==> config.mk <==
export PLATFORM = sky130hd
export DESIGN_NAME = spm_ctrl
export DESIGN_NICKNAME = d
export VERILOG_FILES = /design/src/rtl/spm_pkg.sv /design/src/rtl/spm_bit_counter.sv /design/src/rtl/spm_ctrl.sv
export SDC_FILE = /design/constraint.sdc
export NUM_CORES = 1
export LEC_CHECK = 0
export ABC_AREA = 1
export BUFFER_PORTS_ARGS = -buffer_cell sky130_fd_sc_hd__buf_2
export CAP_MARGIN = 20
export CORE_MARGIN = 2
export CORE_UTILIZATION = 55
export CTS_BUF_LIST = sky130_fd_sc_hd__clkbuf_4 sky130_fd_sc_hd__clkbuf_8 sky130_fd_sc_hd__clkbuf_16
export CTS_CLUSTER_SIZE = 25
export DETAILED_ROUTE_END_ITERATION = 12
export PLACE_DENSITY = 0.86
export SYNTH_ARGS = -nofsm -noshare
export SYNTH_HDL_FRONTEND = slang
export SYNTH_SLANG_ARGS = --single-unit
export TNS_END_PERCENT = 10
==> constraint.sdc <==
create_clock -name clk -period 2.7 [get_ports clk]
set_clock_uncertainty 0.1 [all_clocks]
set_input_delay 0.54 -clock clk [delete_from_list [all_inputs] [get_ports clk]]
set_output_delay 0.54 -clock clk [all_outputs]
set_load 0.01 [all_outputs]
==> src/rtl/spm_pkg.sv <==
// -----------------------------------------------------------------------------
// spm_pkg
// Shared definitions for the serial-parallel multiplier controller.
//   spm_state_t  : controller FSM state encoding (also exported on dbg_state)
//   spm_cycles() : number of serial shift cycles for a given operand width
// -----------------------------------------------------------------------------
package spm_pkg;

    typedef enum logic [1:0] {
        S_IDLE = 2'd0,
        S_LOAD = 2'd1,
        S_RUN  = 2'd2,
        S_DONE = 2'd3
    } spm_state_t;

    // A WIDTH x WIDTH signed product needs 2*WIDTH serial bits.
    function automatic int spm_cycles(input int width);
        return 2 * width;
    endfunction

endpackage

==> src/rtl/spm_bit_counter.sv <==
// -----------------------------------------------------------------------------
// spm_bit_counter
// Modulo-MODULUS up-counter that indexes the serial bit position.
// Ports:
//   clk      : clock, rising edge
//   reset    : asynchronous active-high reset (count -> 0)
//   i_en     : advance the count by one
//   i_clr    : synchronous clear, wins over i_en
//   o_count  : current bit index, 0 .. MODULUS-1
//   o_tc     : high while the count sits at MODULUS-1
// -----------------------------------------------------------------------------
module spm_bit_counter #(
    parameter int MODULUS = 16,
    parameter int CW      = $clog2(MODULUS)
) (
    input  logic          clk,
    input  logic          reset,
    input  logic          i_en,
    input  logic          i_clr,
    output logic [CW-1:0] o_count,
    output logic          o_tc
);

    logic [CW-1:0] r_count;
    logic          w_tc;

    assign w_tc    = (r_count == CW'(MODULUS - 1));
    assign o_count = r_count;
    assign o_tc    = w_tc;

    always_ff @(posedge clk or posedge reset) begin
        if (reset) begin
            r_count <= '0;
        end else if (i_clr) begin
            r_count <= '0;
        end else if (i_en) begin
            // Wrap at terminal count so the next operation starts at bit 0.
            r_count <= w_tc ? '0 : r_count + CW'(1);
        end
    end

endmodule

==> src/rtl/spm_ctrl.sv <==
// -----------------------------------------------------------------------------
// spm_ctrl
// Controller for a serial-parallel multiplier (SPM) datapath. The multiplicand
// is held in parallel on x_par, the multiplier is streamed LSB first on y_bit
// (sign-extended to 2*WIDTH bits), and the datapath returns the product LSB
// first on p_bit, which is collected into product.
//
// Handshake: ready is high only in IDLE; a cycle with start=1 and ready=1 is
// the accept edge. done pulses for one cycle 2*WIDTH+2 cycles later, in the
// same cycle the new product first appears. start is ignored while ready=0.
//
// Ports:
//   clk, reset : clock (rising edge), asynchronous active-high reset
//   start      : request a multiplication (taken only when ready=1)
//   abort      : (only with SPM_CTRL_ABORT_EN) drop the operation in LOAD/RUN
//   a_in, b_in : signed multiplicand / multiplier, latched on accept
//   ready      : controller idle
//   done       : one-cycle product-valid pulse
//   product    : signed 2*WIDTH result, updated only on completion
//   spm_load   : datapath clear strobe (LOAD state)
//   spm_en     : datapath shift enable (RUN state)
//   x_par      : latched multiplicand
//   y_bit      : serial multiplier bit for the current RUN cycle
//   p_bit      : serial product bit from the datapath
//   dbg_state  : current FSM state
//
// Build option: define SPM_CTRL_ABORT_EN to add the abort input.
// -----------------------------------------------------------------------------
module spm_ctrl
    import spm_pkg::*;
#(
    parameter int WIDTH = 8
) (
    input  logic               clk,
    input  logic               reset,
    input  logic               start,
`ifdef SPM_CTRL_ABORT_EN
    input  logic               abort,
`endif
    input  logic [WIDTH-1:0]   a_in,
    input  logic [WIDTH-1:0]   b_in,
    output logic               ready,
    output logic               done,
    output logic [2*WIDTH-1:0] product,
    output logic               spm_load,
    output logic               spm_en,
    output logic [WIDTH-1:0]   x_par,
    output logic               y_bit,
    input  logic               p_bit,
    output spm_state_t         dbg_state
);

    localparam int N  = spm_cycles(WIDTH);
    localparam int CW = $clog2(N);
    localparam int IW = $clog2(WIDTH);

    spm_state_t          r_state;
    spm_state_t          w_next;
    logic [WIDTH-1:0]    r_a;
    logic [WIDTH-1:0]    r_b;
    logic [2*WIDTH-1:0]  r_shift;
    logic [2*WIDTH-1:0]  r_product;
    logic [CW-1:0]       w_idx;
    logic                w_tc;
    logic [IW-1:0]       w_sel;
    logic                w_abort;
    logic                w_abort_act;
    logic                w_accept;
    logic                w_finish;
    logic [2*WIDTH-1:0]  w_shift_next;

`ifdef SPM_CTRL_ABORT_EN
    assign w_abort = abort;
`else
    assign w_abort = 1'b0;
`endif

    assign w_accept    = (r_state == S_IDLE) && start;
    assign w_abort_act = w_abort && ((r_state == S_LOAD) || (r_state == S_RUN));
    assign w_finish    = (r_state == S_RUN) && w_tc && !w_abort_act;

    spm_bit_counter #(
        .MODULUS (N),
        .CW      (CW)
    ) u_bit_counter (
        .clk     (clk),
        .reset   (reset),
        .i_en    (r_state == S_RUN),
        .i_clr   (w_accept || w_abort_act),
        .o_count (w_idx),
        .o_tc    (w_tc)
    );

    // FSM state register
    always_ff @(posedge clk or posedge reset) begin
        if (reset) begin
            r_state <= S_IDLE;
        end else begin
            r_state <= w_next;
        end
    end

    // FSM next state and strobes
    always_comb begin
        w_next   = r_state;
        ready    = 1'b0;
        done     = 1'b0;
        spm_load = 1'b0;
        spm_en   = 1'b0;
        unique case (r_state)
            S_IDLE: begin
                ready = 1'b1;
                if (start) begin
                    w_next = S_LOAD;
                end
            end
            S_LOAD: begin
                spm_load = 1'b1;
                w_next   = w_abort_act ? S_IDLE : S_RUN;
            end
            S_RUN: begin
                spm_en = 1'b1;
                // Abort outranks terminal count.
                if (w_abort_act) begin
                    w_next = S_IDLE;
                end else if (w_tc) begin
                    w_next = S_DONE;
                end
            end
            S_DONE: begin
                done   = 1'b1;
                w_next = S_IDLE;
            end
            default: begin
                w_next = S_IDLE;
            end
        endcase
    end

    // Past bit WIDTH-1 the multiplier's sign bit is repeated.
    assign w_sel = (w_idx < CW'(WIDTH)) ? w_idx[IW-1:0] : IW'(WIDTH - 1);
    assign y_bit = (r_state == S_RUN) ? r_b[w_sel] : 1'b0;

    // Product bits arrive LSB first, so they enter at the MSB and move right.
    assign w_shift_next = {p_bit, r_shift[2*WIDTH-1:1]};

    // Operand latches and product collection. The visible product is only
    // replaced when an operation completes, so an aborted run leaves the
    // previous result intact.
    always_ff @(posedge clk or posedge reset) begin
        if (reset) begin
            r_a       <= '0;
            r_b       <= '0;
            r_shift   <= '0;
            r_product <= '0;
        end else begin
            if (w_accept) begin
                r_a     <= a_in;
                r_b     <= b_in;
                r_shift <= '0;
            end
            if ((r_state == S_RUN) && !w_abort_act) begin
                r_shift <= w_shift_next;
            end
            if (w_finish) begin
                r_product <= w_shift_next;
            end
        end
    end

    assign x_par     = r_a;
    assign product   = r_product;
    assign dbg_state = r_state;

endmodule
======== Word-level counts from Yosys, hierarchy flattened ========
Index checks and enable logic that the tools add are counted.
storage, ports and cells
  register bits after elaboration ......... 54
  bits in latches ......................... 0
  memory bits (writable) .................. 0
  memory bits (read-only) ................. 0
  input bits .............................. 20
  output and inout port bits .............. 31
  memories ................................ 0
cells by class
  $add $sub $neg .......................... 1
  $mul .................................... 0
  divide/modulo/power cells ............... 0
  $lt $le $gt $ge ......................... 2
  equality and inequality tests ........... 6
  shift-type cells ........................ 0
  muxes and demuxes ....................... 16
  bitwise gates (word level) .............. 0
  reductions and logical operators ........ 5
operator list
  kind                                                                    count
  16-bit two-way mux                                                      2
  4-bit two-way mux                                                       3
  2-bit one-hot mux with 4 select lines                                   1
  1-bit two-way mux                                                       6
  4-bit by 1-bit adder with 4-bit output (second input constant)          1
  2-bit equality test (second input constant)                             2
  4-bit equality test (second input constant)                             1
  3-bit by 4-bit < comparator with 1-bit output (second input constant)   1
  4-bit < comparator (second input constant)                              1
  2-bit two-way mux                                                       2
  2-bit inequality test (second input constant)                           2
  1-bit binary-select mux with 3-bit select                               1
  3-bit two-way mux                                                       1
  2-bit by 1-bit equality test with 1-bit output (second input constant)  1
  1-bit logical AND                                                       2
  2-bit zero test                                                         1
  2-bit AND reduction                                                     1
  2-bit nonzero test                                                      1

======== Longest topological paths before layout ========
Gate-level depths: netlist (run 1).
  depth in word-level cells ............... 5
  depth in mapped cells ................... 8
  mapped depth without buffers ............ 8

======== Modules after synthesis ========
From an unflattened synthesis (run 1), not the netlist that was laid out.
second synthesis, totals
  cells, all modules ...................... 235
  area, all modules ....................... 2198.4 sq um
modules (own cells, without submodules)
  module           times used  cells an instance  area an instance (sq um)  seq. area each (sq um)
  spm_ctrl         1           208                1970.6                    1226.2
  spm_bit_counter  1           27                 227.7                     100.1

======== Least setup slack after synthesis (run 1) ========
No wires, ideal clock.
  path type ............................... register to output
  start point ............................. reg r_state[0] (netlist: dbg_state[0])
  end point ............................... out y_bit
  arrival ................................. 1.132 ns
  path slack .............................. 0.928 ns
  stages on the path, launching flop included .. 6
  buffers on the path ..................... 1
  cell sequence ........................... dfrtp_1 -> inv_1 -> ha_1 -> buf_2 -> nand2_1 -> nor2_1
on the way
  cells in the longest elaborated chain, start to end .. 2
RTL lines
  element                 line             RTL
  start, declared         spm_ctrl.sv:57   spm_state_t r_state;
  start signal, assigned  spm_ctrl.sv:99   r_state <= w_next;
  2-bit equality test     spm_ctrl.sv:142  assign y_bit = (r_state == S_RUN) ? r_b[w_sel] : 1'b0;
  1-bit two-way mux       spm_ctrl.sv:142
  end, declared           spm_ctrl.sv:48   output logic y_bit,
No other way between the ends.

======== Worst setup path in the final report (run 1) ========
  start point ............................. reg u_bit_counter.r_count[0] (netlist: u_bit_counter.o_count[0])
  end point ............................... out y_bit
on the way
  cells in the longest elaborated chain, start to end .. 5
RTL lines
  element                                      line                   RTL
  start, declared                              spm_bit_counter.sv:24  logic [CW-1:0] r_count;
  start signal, assigned                       spm_bit_counter.sv:38  r_count <= w_tc ? '0 : r_count + CW'(1);
  4-bit < comparator                           spm_ctrl.sv:141        assign w_sel = (w_idx < CW'(WIDTH)) ? w_idx[IW-1:0] : IW'(WIDTH - 1);
  3-bit two-way mux *                          spm_ctrl.sv:141
  1-bit binary-select mux with 3-bit select *  spm_ctrl.sv:142
  1-bit two-way mux (implied by the code) *    spm_ctrl.sv:142
  1-bit two-way mux *                          spm_ctrl.sv:142
Every way passes the cells marked *; elsewhere a longest branch is shown, timed or not. The select of a mux whose other input is x is not followed.

==> results of run 1 <==
metal layers:
| metal | vias up | track usage | wire [um] |
|---|---|---|---|
| met5 | - | 0 | 0 |
| met4 | 0 | 0.0850 | 62 |
| met3 | 7 | 0.0592 | 180 |
| met2 | 41 | 0.320 | 1880 |
| met1 | 766 | 0.244 | 1930 |
| li1 | 835 | - | - |
logic make-up after synthesis:
logic type               share of synthesized area
XOR/XNOR                                   0.00387
adder cells (fa/ha/maj)                     0.0277
buffers and inverters                       0.0791
flip-flops                                   0.586
AO/OA/AOI/OAI                                0.124
AND/OR/NAND/NOR                              0.179
sequential cells by signal, indices dropped and copies added (netlist names):
signal / flops
product: 16
r_shift: 15
r_b: 8
x_par: 8
u_bit_counter.o_count: 4
dbg_state: 2
area by class of cell:
class | instances | area [um^2] | area share
timing repair buffer | 53 | 273 | 0.104
tap | 50 | 62.6 | 0.0238
inverter | 29 | 109 | 0.0415
clock buffer | 6 | 82.6 | 0.0315
clock inverter | 2 | 13.8 | 0.00525
sequential | 53 | 1330 | 0.505
multi-input combinational | 141 | 757 | 0.289
power by group through the flow:
stage	Sequential (W)	Clock [W]	Combinational (W)
floorplan	0.00126	0	0.000769
global placement	0.00122	0	0.00105
detailed placement	0.00123	0	0.00109
CTS	0.00122	0.000475	0.00109
global route	0.00125	0.000509	0.00123
finish	0.00122	0.000470	0.00108
layout by cell type, fill, tap and decap left out, types with 2 or more instances in the layout:
cell,synthesis,routed
nand2_1,58,58
dfrtp_1,53,53
buf_2,3,50
inv_1,27,26
nor2_1,22,22
o22ai_1,16,16
a21oi_2,14,14
nand3_1,7,7
o21ai_0,6,6
clkbuf_8,1,6
ha_1,5,5
a21oi_1,4,4
buf_4,0,3
nand2_2,2,2
inv_2,1,2
nor2_2,2,2
path summary, 6_finish.rpt:
path	start	endpoint	slack, ns
max	u_bit_counter.o_count[0]$_DFFE_PP0P_	y_bit	0.54
min	reset	product[2]$_DFFE_PP0P_	0.06
max reg2reg	dbg_state[0]$_DFFE_PP0P_	product[14]$_DFFE_PP0P_	0.75
min reg2reg	x_par[0]$_DFFE_PP0P_	x_par[0]$_DFFE_PP0P_	0.38
max in group asynchronous	reset	product[10]$_DFFE_PP0P_	1.86
min in group clk	a_in[4]	x_par[4]$_DFFE_PP0P_	0.31
stage by stage:
stage | setup slack [ns] | total power, W | area (um^2)
4_1_cts | 0.534 | 0.00279 | 2620
3_3_place_gp | 0.859 | 0.00228 | 2530
5_1_grt | 0.391 | 0.00300 | 2620
6_report | 0.544 | 0.00277 | 2620
2_1_floorplan | 0.774 | 0.00203 | 2260
3_5_place_dp | 0.736 | 0.00233 | 2530
critical path, delay by kind of cell, from the launching register on:
kind          cells  cell delay [ns]
buf+inv           1             0.14
simple gates      7             0.59
flops             1             0.47
==> flow_metrics.tcl, run 1 <==
set metrics [dict create \
    sw_frac_of_total 0.397 \
    pwr-share-seq 0.440 \
    fp.dieW_um 68.1 \
    yosys_warnings 0 \
    cts_tree "yes" \
    worstPathRequired_ns 2.06 \
    rows 23 \
    p_switching_w 0.00110 \
    hold_slack_ns 0.0644 \
    yosysUniqueCellTypes 24 \
    postSynthCellCount 231 \
    synth_enable_flop_cells 0 \
    p_comb_frac 0.390 \
    vdd_drop_max_mv 0.489 \
    power.leakage_nw 1.41 \
    netlist.top_cell.by_area "dfrtp_1" \
    finalCritPeriodShare 0.799 \
    post-route-util 0.661 \
    core_area_um2 3970 \
    synth_seq_cells 53 \
    ant_nets 0 \
    grt_overflow 0 \
    vias 1649 \
    yosys-top-cells-count "nand2_1 (58), dfrtp_1 (53), inv_1 (27)" \
    syn_area_um2 2260 \
    max_stage_delay_ns 0.47 \
    post-synth-top-count-cell "nand2_1" \
    cp-end-kind "output pin" \
    cts_sinks 53 \
    post-cts-setup-buffer-count 0 \
    postCtsHoldBufs 0 \
    nNetsFinal 308 \
    drtIter0Drc 63 \
    yosys-top-cells-area "dfrtp_1 (59%), nand2_1 (9.6%), a21oi_2 (5.4%)" \
    min-delay-path-class "in -> async" \
    grt_pass1_vias 1539 \
    grt_usage 0.197 \
    crit_top_cell "nand2_1" \
    dieArea_um2 4640 \
    syn_area_per_cell_um2 9.79 \
    slew_headroom 0.647 \
    htreeDepth 2 \
    grt_setup_unrepaired "no" \
    postSynth.asyncResetShare 1.00 \
    tightest_slew_ns 0.530 \
    cp-start-kind "flip-flop" \
    drc 0 \
    crit_chain "nor2_1, nand2_1, nand2_1, nand2_1, nand3_1, nand2_1, nor2_1, buf_2" \
    start_util 0.570 \
    hold_viol 0 \
    cp_slowest_cell "dfrtp_1" \
    dp_hpwl_um 2850 \
    grt_max_degree 33 \
    clock_insertion_delay_worst_skew_ns 0.31 \
    syn_nets 256 \
    fmax_ghz 0.464 \
    max-cap-violations 0 \
    power_frac_clock 0.170 \
    ys.flop_type "dfrtp_1" \
    p_int_w 0.00167 \
    drive_gt1_frac 0.292 \
    cts_buffers 5 \
    period_minus_slack_ns 2.16 \
    outcome "finished clean" \
    worstSetupPathType "reg -> out" \
    path_max_fanout 7 \
    crit_arrival_ns 1.52 \
    area_delta_synth_final_pct 16.0 \
    cellPowerDensity_nw_per_um2 1060 \
    cts-resized-gates 0 \
    finalSetupViolations 0 \
    grt_pass1_wl_um 6640 \
    drv_slew 0 \
    n_antenna_cell 0 \
    ff2ff_path_depth 6 \
    clkTransAtPathRegs_ns 0.10 \
    synth_top_area_frac 0.586 \
    antenna_found_initial 0 \
    fillCellCount 339 \
    fin_cells 334 \
    io_buffers 50 \
    vias_per_cell 4.94 \
    first_pass_iters 4 \
    yosysSeqAreaShare 0.586 \
    gp_congestion 0.824 \
    tns_ns 0 \
    wl_per_cell_um 12.1 \
    cts.path.max_buffers 2 \
    root_buffer "clkbuf_8" \
    fp.dieH_um 68.1 \
    io_pins 51 \
    routed_wl_um 4060 \
    place_inst 326 \
]
Note: power is estimated with default switching activity, not from simulation.
==> run 2: changes to the inputs <==
- ABC_AREA: 1 -> 0
- CORE_UTILIZATION: 55 -> 48
- PLACE_DENSITY: 0.86 -> 0.8
- clock period: 2.7 -> 1.95 ns (I/O delays scaled with it)
==> run 2 against run 1 <==
Against the previous run: the run now ends with setup timing left; utilization is 7.0 points lower; final cell count decreased by 12%; clock power up 62%; sequential power rose by 38%; hold slack worse by 0.050 ns; die area increased by 14%; wire length fell by 4.8%; worst setup slack worse by 0.64 ns; flip-flop and latch count unchanged; clock-buffer cell count unchanged; non-clock buffer count grew 6; critical path type unchanged.
==> flow_metrics.tcl, run 2 <==
set metrics [dict create \
    outcome "finished with violations" \
    grt_pass1_vias 1440 \
    regArea_um2 1330 \
    yosys-top-cells-area "dfrtp_1 (58%), mux2_2 (14%), nand2_1 (5.8%)" \
    ff2ff_path_depth 4 \
    finalCritPeriodShare 1.05 \
    drv_slew 0 \
    area_delta_synth_final_pct 20.8 \
    drive_gt1_frac 0.444 \
    largest_reg_flops 16 \
    netlist.top_cell.by_area "dfrtp_1" \
    ys.flop_type "dfrtp_1" \
    core_area_um2 4660 \
    failed_checks "setup timing" \
    synth_xor_area_frac 0.00384 \
    routed_wl_um 3860 \
    crit_arrival_ns 1.55 \
    ant_nets 0 \
    path_max_fanout 4 \
    tns_ns -0.0914 \
    top_usage_layer "met2" \
    post-synth-top-count-cell "dfrtp_1" \
    grt_setup_unrepaired "yes" \
    cts.path.max_buffers 2 \
    clock_insertion_delay_worst_skew_ns 0.30 \
    yosys_warnings 0 \
    dieArea_um2 5310 \
    postSynthCellCount 183 \
    rows 25 \
    syn_area_um2 2280 \
    cellPowerDensity_nw_per_um2 1370 \
    synth_top_area_frac 0.582 \
    drc 0 \
    cp_slowest_cell "dfrtp_2" \
    grt_usage 0.163 \
    crit_chain "or3b_4, a21boi_2, o311a_1, buf_2" \
    tightest_slew_ns 0.535 \
    synth_top_family_by_area "multiplexers" \
    place_area_um2 2600 \
    fp.dieW_um 72.9 \
    vdd_drop_max_mv 0.965 \
    cp-end-kind "output pin" \
    max_stage_delay_ns 0.44 \
    dp_hpwl_um 2640 \
    io_buffers 50 \
    place_inst 283 \
    wl_per_cell_um 13.2 \
    fin_cells 293 \
    syn_area_per_cell_um2 12.5 \
    n_antenna_cell 0 \
    finalSetupViolations 1 \
    yosysUniqueCellTypes 29 \
    first_pass_iters 4 \
    grt_max_degree 32 \
    use_met3 0.0359 \
    cts_tree "yes" \
    htreeDepth 2 \
    synth.area.mux_share 0.189 \
    postSynth.asyncResetShare 1.00 \
    hold_viol 0 \
    yosys.area_share.simple 0.101 \
    fmax_ghz 0.490 \
    yosysSeqAreaShare 0.582 \
    worst_slack_ns -0.0914 \
    cts_buffers 5 \
    gp_congestion 0.735 \
    clkTransAtPathRegs_ns 0.09 \
    grt_pass1_wl_um 6640 \
    max-cap-violations 0 \
    synth_enable_flop_cells 0 \
    vias_per_cell 5.15 \
    pre_cts_ws_ns 0.155 \
    fillCellCount 377 \
    power.leakage_nw 1.39 \
    root_buffer "clkbuf_8" \
    power_w 0.00377 \
    use_met2 0.257 \
    grt_overflow 0 \
    globalRouteMet1Util 0.221 \
    worstSetupPathType "reg -> out" \
    cp-start-kind "flip-flop" \
    synth_seq_cells 53 \
    worstPathRequired_ns 1.46 \
    final_common_cell "dfrtp_1" \
    nNetsFinal 263 \
    drtIter0Drc 61 \
    vias 1510 \
    cts_sinks 53 \
    syn_nets 208 \
    min-delay-path-class "in -> async" \
    layout_common_cells "dfrtp_1 (52), buf_2 (50), nand2_1 (35), mux2_2 (28), o21ai_0 (17)" \
    period_minus_slack_ns 2.04 \
    slew_headroom 0.643 \
    yosys-top-cells-count "dfrtp_1 (53), nand2_1 (35), mux2_2 (28)" \
    antenna_found_initial 0 \
    fin_area_um2 2750 \
    synth-compound-area-share 0.0610 \
    multiInputGateArea_um2 880 \
    start_util 0.489 \
    fp.dieH_um 72.9 \
    synth-adder-area-share 0.0275 \
    io_pins 51 \
]
-- run 2: worst paths after layout --
check | start | to | slack, ns
setup / recovery | u_bit_counter.o_count[0]$_DFFE_PP0P_ | y_bit | -0.09
max in group asynchronous | reset | product[14]$_DFFE_PP0P_ | 1.18
hold reg to reg | x_par[4]$_DFFE_PP0P_ | x_par[4]$_DFFE_PP0P_ | 0.40
setup reg to reg | u_bit_counter.o_count[1]$_DFFE_PP0P_ | dbg_state[1]$_DFFE_PP0P_ | 0.20
hold / removal | reset | x_par[5]$_DFFE_PP0P_ | 0.01
min in group clk | a_in[5] | x_par[5]$_DFFE_PP0P_ | 0.21
-- run 2: final cells by class --
type | count | area share
flip-flops and latches | 53 | 0.482
clock buffers | 6 | 0.0300
well taps | 54 | 0.0245
multi-input cells | 116 | 0.320
inverters | 3 | 0.00409
clock inverters | 2 | 0.0136
repair buffers | 59 | 0.126
-- run 2: cell families after synthesis --
group                    after synthesis
flip-flops                            53
adder cells (fa/ha/maj)                5
AO/OA/AOI/OAI                         25
XOR/XNOR                               1
multiplexers                          37
AND/OR/NAND/NOR                       48
buffers and inverters                 14
-- run 2: worst max-delay path: cells and delay by family (launching register included) --
family	cells	cell delay [ns]
buffers and inverters	1	0.13
flip-flops	1	0.44
AO/OA/AOI/OAI	2	0.31
AND/OR/NAND/NOR	1	0.38
-- run 2: what timing repair did --
action                     4_1_cts  5_1_grt
setup buffers                    2        0
gates resized for setup          3        2
pin swaps                        4        1
hold buffers                     0        0
setup endpoints to repair        1        1
-- run 2: where the power goes --
| part | switching, W | internal, W |
|---|---|---|
| sequential | 0.000244 | 0.00143 |
| clock | 0.000345 | 0.000417 |
| combinational | 0.000648 | 0.000681 |
| total | 0.00124 | 0.00253 |
-- run 2: per-stage QoR --
step	hold WS, ns	utilization
after detailed placement	0.365	0.559
after global placement	0.358	0.559
after global routing	0.0472	0.591
final	0.0145	0.591
after floorplan	0.367	-
after CTS	0.0279	0.589
-- run 2: metal layers --
metal | part of all wire | vias to the layer above
met2 | 0.45 | 44
met3 | 0.048 | 7
met4 | 0.016 | 0
met5 | 0 | -
li1 | - | 733
met1 | 0.48 | 726
==> run 3: changes to the inputs <==
- BUFFER_PORTS_ARGS: -buffer_cell sky130_fd_sc_hd__buf_2 -> -buffer_cell sky130_fd_sc_hd__clkbuf_2
- SYNTH_HIERARCHICAL: default -> 1
==> run 3 against run 2 <==
Against the previous run: the run still ends with setup timing left; final cell count is 0.34% higher; cell area fell by 0.45%; hold slack improved by 0.18 ns; synthesized cell count down 1.6%; total power shrank 5.3%; highest routed layer unchanged.
==> flow_metrics.tcl, run 3 <==
set metrics [dict create \
    grt_usage 0.158 \
    cp_slowest_cell "or4b_1" \
    grt_overflow 0 \
    holdPathStages 2 \
    crit_arrival_ns 1.65 \
    tns_ns -0.193 \
    hold_viol 0 \
    place_area_um2 2590 \
    area_delta_synth_final_pct 22.8 \
    io_buffers 50 \
    nNetsFinal 266 \
    gp_congestion 0.752 \
    rows 24 \
    cts_tree "yes" \
    htreeDepth 2 \
    slew_headroom 0.727 \
    post-synth-top-count-cell "dfrtp_1" \
    core_area_um2 4410 \
    layout_common_cells "dfrtp_1 (51), clkbuf_2 (49), nand2_1 (34), mux2_1 (25), o21ai_0 (9)" \
    worst_slack_ns -0.193 \
    worstSetupPathType "reg -> out" \
    start_util 0.506 \
    yosys-top-cells-area "dfrtp_1 (59%), mux2_1 (13%), nand2_1 (5.7%)" \
    ys.flop_type "dfrtp_1" \
    postSynth.asyncResetShare 1.00 \
    largest_reg_flops 16 \
    finalCritPeriodShare 1.10 \
    antenna_found_initial 0 \
    path_max_fanout 4 \
    grt_pass1_vias 1472 \
    cp-start-kind "flip-flop" \
    grt_pass1_wl_um 6490 \
    finalSetupViolations 1 \
    vias 1490 \
    synth_seq_cells 53 \
    min-delay-path-class "in -> reg" \
    worstPathRequired_ns 1.46 \
    dp_hpwl_um 2650 \
    failed_checks "setup timing" \
    max_stage_delay_ns 0.52 \
    period_minus_slack_ns 2.14 \
    yosys_warnings 6 \
    vdd_drop_max_mv 0.936 \
    crit_buf_inv 1 \
    drc 0 \
    cts_buffers 5 \
    ant_nets 0 \
    tightest_slew_ns 0.409 \
    fmax_ghz 0.467 \
    power_w 0.00357 \
    yosysUniqueCellTypes 30 \
    cellPowerDensity_nw_per_um2 1300 \
    postSynthCellCount 180 \
    r2r_slack_ns 0.15 \
    wl_per_cell_um 13.0 \
    outcome "finished with violations" \
    cts_sinks 53 \
    cp_top_family "simple AND/OR/NAND/NOR gates" \
    grt_max_degree 33 \
    fin_area_um2 2740 \
    drive_gt1_frac 0.364 \
    cts.path.max_buffers 2 \
    max-cap-violations 0 \
    ff2ff_path_depth 6 \
    synth_enable_flop_cells 0 \
    pre_cts_ws_ns 0.0198 \
    clock_insertion_delay_worst_skew_ns 0.30 \
    clkTransAtPathRegs_ns 0.10 \
    syn_area_per_cell_um2 12.4 \
    final_common_cell "dfrtp_1" \
    fillCellCount 349 \
    netlist.top_cell.by_area "dfrtp_1" \
    fp.dieH_um 72.2 \
    drtIter0Drc 85 \
    n_antenna_cell 0 \
    cp-end-kind "output pin" \
    syn_nets 205 \
    syn_area_um2 2230 \
    yosysSeqAreaShare 0.594 \
    fp.dieW_um 72.2 \
    yosys-top-cells-count "dfrtp_1 (53), nand2_1 (34), mux2_1 (25)" \
    vias_per_cell 5.07 \
    drv_slew 0 \
    cp.depth 3 \
    first_pass_iters 4 \
    dieArea_um2 5210 \
    root_buffer "clkbuf_8" \
    grt_setup_unrepaired "yes" \
    hold_slack_ns 0.192 \
    crit_chain "or4b_1, a31oi_1, buf_2" \
    power.leakage_nw 1.39 \
    synth_top_area_frac 0.594 \
    io_pins 51 \
    routed_wl_um 3810 \
]
-- run 3: changes by cell type in the layout (fill, tap and decap cells not counted), sizes merged, moves of 3 or more --
cell    change
inv         +6
mux2i       -3
buf        -47
clkbuf     +48
-- run 3: kinds of logic (layout without fill, tap and decap cells) --
kind of cell	after synthesis	after routing	share of synthesized area
buf+inv	16	78	0.0325
flops	53	53	0.594
fa+ha+maj	5	5	0.0280
mux	35	35	0.181
simple gates	45	45	0.0942
compound gates	25	25	0.0661
xor+xnor	1	1	0.00392
-- run 3: metrics by stage --
step,instances,utilization
final,294,0.621
after global routing,294,0.621
after CTS,294,0.619
after detailed placement,280,0.586
after global placement,280,0.586
after floorplan,180,-
-- run 3: path summary, 6_finish.rpt --
| check | startpoint | endpoint |
|---|---|---|
| max | u_bit_counter/o_count[2]$_DFFE_PP0P_ | y_bit |
| min | a_in[0] | x_par[0]$_DFFE_PP0P_ |
| max reg2reg | u_bit_counter/o_count[0]$_DFFE_PP0P_ | product[10]$_DFFE_PP0P_ |
| min reg2reg | r_b[6]$_DFFE_PP0P_ | r_b[6]$_DFFE_PP0P_ |
| max in group asynchronous | reset | product[10]$_DFFE_PP0P_ |
| min in group asynchronous | reset | u_bit_counter/o_count[3]$_DFFE_PP0P_ |
-- run 3: layer usage --
layer	GRT usage	wire, um
met2	0.250	1720
met3	0.0486	207
met1	0.214	1850
met4	0.0440	40
met5	0	0
-- run 3: final cells by class --
type                       instances  area [um^2]  area share
sequential                        53         1330       0.485
multi-input combinational        111          842       0.307
tap                               52         65.1      0.0237
clock buffer                       5         68.8      0.0251
timing repair buffer              62          380       0.139
clock inverter                     3         25.0     0.00913
inverter                           8         30.0      0.0110
-- run 3: what timing repair did --
action                                  in CTS  in global routing
cloned                                       0                  0
gates resized for setup                      3                  2
setup buffers                                5                  0
pin swaps                                    2                  2
endpoints found under the hold margin       21                  0
endpoints found under the setup margin       1                  1
hold buffers                                 1                  0
-- run 3: power breakdown --
part	internal, W	switching, W
registers	0.00144	0.000233
clock network	0.000260	0.000362
logic	0.000625	0.000653
